`config.mk`:
```
export PLATFORM = sky130hd
export DESIGN_NAME = down_counter
export DESIGN_NICKNAME = d
export VERILOG_FILES = /design/src/rtl/down_counter.sv
export SDC_FILE = /design/constraint.sdc
export NUM_CORES = 1
export LEC_CHECK = 0
export CAP_MARGIN = 20
export CORE_MARGIN = 4
export CORE_UTILIZATION = 45
export DETAILED_ROUTE_END_ITERATION = 10
export HOLD_SLACK_MARGIN = 0.03
export PLACE_DENSITY = 0.77
export SLEW_MARGIN = 25
export SYNTH_ARGS = -nofsm -noshare
export SYNTH_HDL_FRONTEND = slang
export SYNTH_SLANG_ARGS = --single-unit
```
`constraint.sdc`:
```
create_clock -name clk -period 1.93 [get_ports clk]
set_input_delay 0.579 -clock clk [delete_from_list [all_inputs] [get_ports clk]]
set_output_delay 0.579 -clock clk [all_outputs]
set_load 0.01 [all_outputs]
```
`src/rtl/down_counter.sv`:
```
// Loadable N-bit down-counter / interval timer with one-shot and auto-reload modes.
// Emits a single-cycle tc pulse on expiry; out is count delayed by one clock.
module down_counter #(
    parameter int N = 4
) (
    input  logic         clk,
    input  logic         rst,
    input  logic         load,
    input  logic [N-1:0] load_val,
    input  logic         en,
    input  logic         auto,
    input  logic         stop,
    output logic [N-1:0] count,
    output logic [N-1:0] out,
    output logic         tc,
    output logic         busy
);

    typedef enum logic {
        IDLE = 1'b0,
        RUN  = 1'b1
    } state_t;

    localparam logic [N-1:0] ONE = N'(1);

    state_t       state, state_nxt;
    logic [N-1:0] reload_val, reload_nxt;
    logic [N-1:0] count_nxt;
    logic         tc_nxt;

    // State register
    always_ff @(posedge clk or negedge rst) begin
        if (!rst) state <= IDLE;
        else      state <= state_nxt;
    end

    // Next-state and datapath decode; load beats stop beats counting
    always_comb begin
        state_nxt  = state;
        count_nxt  = count;
        reload_nxt = reload_val;
        tc_nxt     = 1'b0;
        if (load) begin
            count_nxt  = load_val;
            reload_nxt = load_val;
            state_nxt  = (load_val != '0) ? RUN : IDLE;
        end else if (stop) begin
            state_nxt  = IDLE;
        end else if (state == RUN && en) begin
            if (count > ONE) begin
                count_nxt = count - ONE;
            end else if (count == ONE) begin
                tc_nxt = 1'b1;
                if (auto) begin
                    count_nxt = reload_val;
                end else begin
                    count_nxt = '0;
                    state_nxt = IDLE;
                end
            end else begin
                // count==0 cannot occur in RUN; park safely rather than wrap
                state_nxt = IDLE;
            end
        end
    end

    // Outputs derived from the registered state
    always_comb begin
        busy = (state == RUN);
    end

    always_ff @(posedge clk or negedge rst) begin
        if (!rst) begin
            count      <= '0;
            out        <= '0;
            tc         <= 1'b0;
            reload_val <= '0;
        end else begin
            count      <= count_nxt;
            out        <= count;
            tc         <= tc_nxt;
            reload_val <= reload_nxt;
        end
    end

endmodule
```
==> impl_results.md <==
* Status: finished clean
* Worst path bufs/invs at 1
* Clk_skew at 0.00285 ns
* Worst hold path type: reg2reg
* Vias per cell at 5.75
* Crit path from: count[2]
* CTS sink count at 14
* Global placer's final weighted congestion at a little under 0.9
* H-Tree Depth at 1
* Root buffer cell: clkbuf_4
* Most numerous cell in the Yosys netlist: dfrtp_1
* Crit-path cells: clkdlybuf4s50_1
* Crit end category: output port
* Fraction of layout cells with a size suffix above 1 at 17.7%
* # diodes at 0
* FF+latch count, synth at 14
* HPWL after DPL at between 1000 and 1500 microns
* Hold Worst Slack at 0.481 ns
* First-pass GRT wire length at 2500 microns
* Largest net degree at the start of global routing at 15
* Dpl cells at around 110
* Clock Pin Slew Worst Setup and Hold Paths at around 0.080 ns
* Vias at 638
* EDFF count, synth at 0
* Largest fanout on the critical path at 7
* Clock Latency Late Sink at roughly 0.29 ns
* Worst setup SP type: flop
* Crit path DAT at 1.31 ns
* 1st-iter DRT viols at between 40 and 50
* Max-cap violations at 0
* Slew margin rel. at 71.6%
* Mapped Cells at approximately 70
* Synth top area cells: dfrtp_1, inv_1, o21ai_0, a21oi_1, ha_1
* Sequential share of the synthesized area at 50.9%
* Hold_buf cts at 0
* Post-synthesis net count at 81
* I/O pin total at 20
* Clock Path Buffers at 2
* GRT overflow at 0
* All-Layer GR Usage at 16.1%
* Final worst path period share at 97.9%
* Warnings, synthesis at 0
* Worst r2r src: count[0]
* Share of the synthesized area in the top cell type at 50.9%
* Post-Route Setup TNS at 0 ns
* Die W at about 47 microns
* Final hold viol count at 0
* Row count at 13
* Setup-failing EPs final at 0
* Final #Nets at 109
* Critical Path Slowest Stage Cell: clkdlybuf4s50_1
* Fmax at 529 MHz
* Final Critical Period at 1.89 ns
* Main synth FF type: dfrtp_1
* Port Buffers at 19
* Async set-reset flop share out of synthesis at 100%
* CP peak stage delay at 0.57 ns
* Top post-synthesis cells by count: dfrtp_1, inv_1, nand2_1, o21ai_0, a21oi_1
* Post-Layout Cell Count at 111
* Starting Density at about 50%
* Slew Viols, Final at 0
* Total CTS buffers at 3
* P_leak at 0.000424 uW
* Routed len/inst at between 10 and 15 microns
* Die ar. at 2220 sq um
* Core area at about 1400 sq um
* Vias in the first global route at around 580
* DRT Wirelength at 1540 microns
* CP Class: reg2out
* Netlist cell types at 27
* Unrepaired setup endpoints after global routing: no
* Hold path startpoint: count[0]
* Worst EP required at 1.35 ns
* Fillers at 123
* Area Overhead vs Synth at 41.5%
* Residual DRC at 0
* CTS tree: done
* Pwr dens at between 700 and 800 nW/um^2
* Mean post-synth cell area at between 9 and 10 sq um
* Drt pass-1 iters at 4
* Top Family by Delay on Critical Path: buffers and inverters
* Height of the die at 47.1 microns
* Peak VDD IR at roughly 0.00045 V
* Post-DRT Antenna Nets at 0
* Post-synth top area cell: dfrtp_1
* Initial antenna violation count at 0
* Mapped cell area at 688 sq um
* Worst slew pin tran at 0.426 ns
-- timing repair --
item                                    in CTS  in global routing
setup buffers                                0                  0
resized for setup                            2                  1
endpoints found under the setup margin       2                  1
hold endpoints to repair                     0                  0
pin swaps                                    0                  0
-- path summary, 6_finish.rpt --
check / end / slack [ns] / cells after the start
worst max-delay path: count[2] / 0.04 / 1
worst min-delay path: out[0] / 0.48 / 0
worst max register to register: count[1] / 0.22 / 5
worst min register to register: out[0] / 0.48 / 0
max in group asynchronous: count[0] / 1.16 / 2
min in group asynchronous: out[2] / 0.59 / 2
-- cells in the final DEF (no fill, tap or decap), types with 2 or more instances in the layout --
cell	instances
a21oi_1	5
clkdlybuf4s50_1	19
nor2_1	2
inv_1	9
o21ai_0	6
nand4_1	3
a31oi_1	2
nand2_1	6
dfrtp_2	3
clkbuf_4	3
dfrtp_1	11
o31ai_1	3
ha_1	2
buf_4	6
-- layer usage --
| layer | track usage, % | share of wire (%) | vias up |
|---|---|---|---|
| met2 | 27.9 | 44 | 47 |
| met1 | 19.7 | 43 | 283 |
| li1 | - | - | 301 |
| met5 | 0 | 0 | - |
| met4 | 5.52 | 2.3 | 0 |
| met3 | 3.45 | 11 | 7 |
-- layout make-up --
| type | count | area, sq um | area share, % |
|---|---|---|---|
| flip-flops and latches | 14 | 354 | 36.4 |
| repair buffers | 25 | 235 | 24.2 |
| inverters | 9 | 33.8 | 3.47 |
| well taps | 15 | 18.8 | 1.93 |
| multi-input cells | 44 | 295 | 30.3 |
| clock buffers | 4 | 36.3 | 3.73 |
-- report_power, final --
part           switching (uW)  internal (uW)  leakage, uW
Clock                    98.8            115    0.0000210
Combinational             101            106     0.000236
Sequential               24.5            323     0.000167
-- flip-flops by register name, indices dropped and copies added, names as in the netlist --
signal / count
busy: 1
count: 4
out: 4
reload_val: 4
tc: 1
-- logic make-up (layout without fill, tap and decap cells) --
family,count (synthesis),after routing,synth area share (%)
AO/OA/AOI/OAI,22,22,22.5
adder cells (fa/ha/maj),2,2,3.64
buffers and inverters,11,38,6.18
flip-flops,14,14,50.9
AND/OR/NAND/NOR,20,20,16.7
-- stage by stage --
| stage | setup WS, ns | power [uW] | utilization (%) | instance area, sq um |
|---|---|---|---|---|
| floorplan | 0.281 | 448 | - | 688 |
| global route | 0.000973 | 808 | 71.2 | 973 |
| global placement | 0.0504 | 551 | 68.3 | 933 |
| finish | 0.0411 | 768 | 71.2 | 973 |
| detailed placement | -0.0165 | 556 | 68.3 | 933 |
| CTS | 0.0192 | 765 | 71.2 | 972 |
Power figures use the tool's default switching activity.
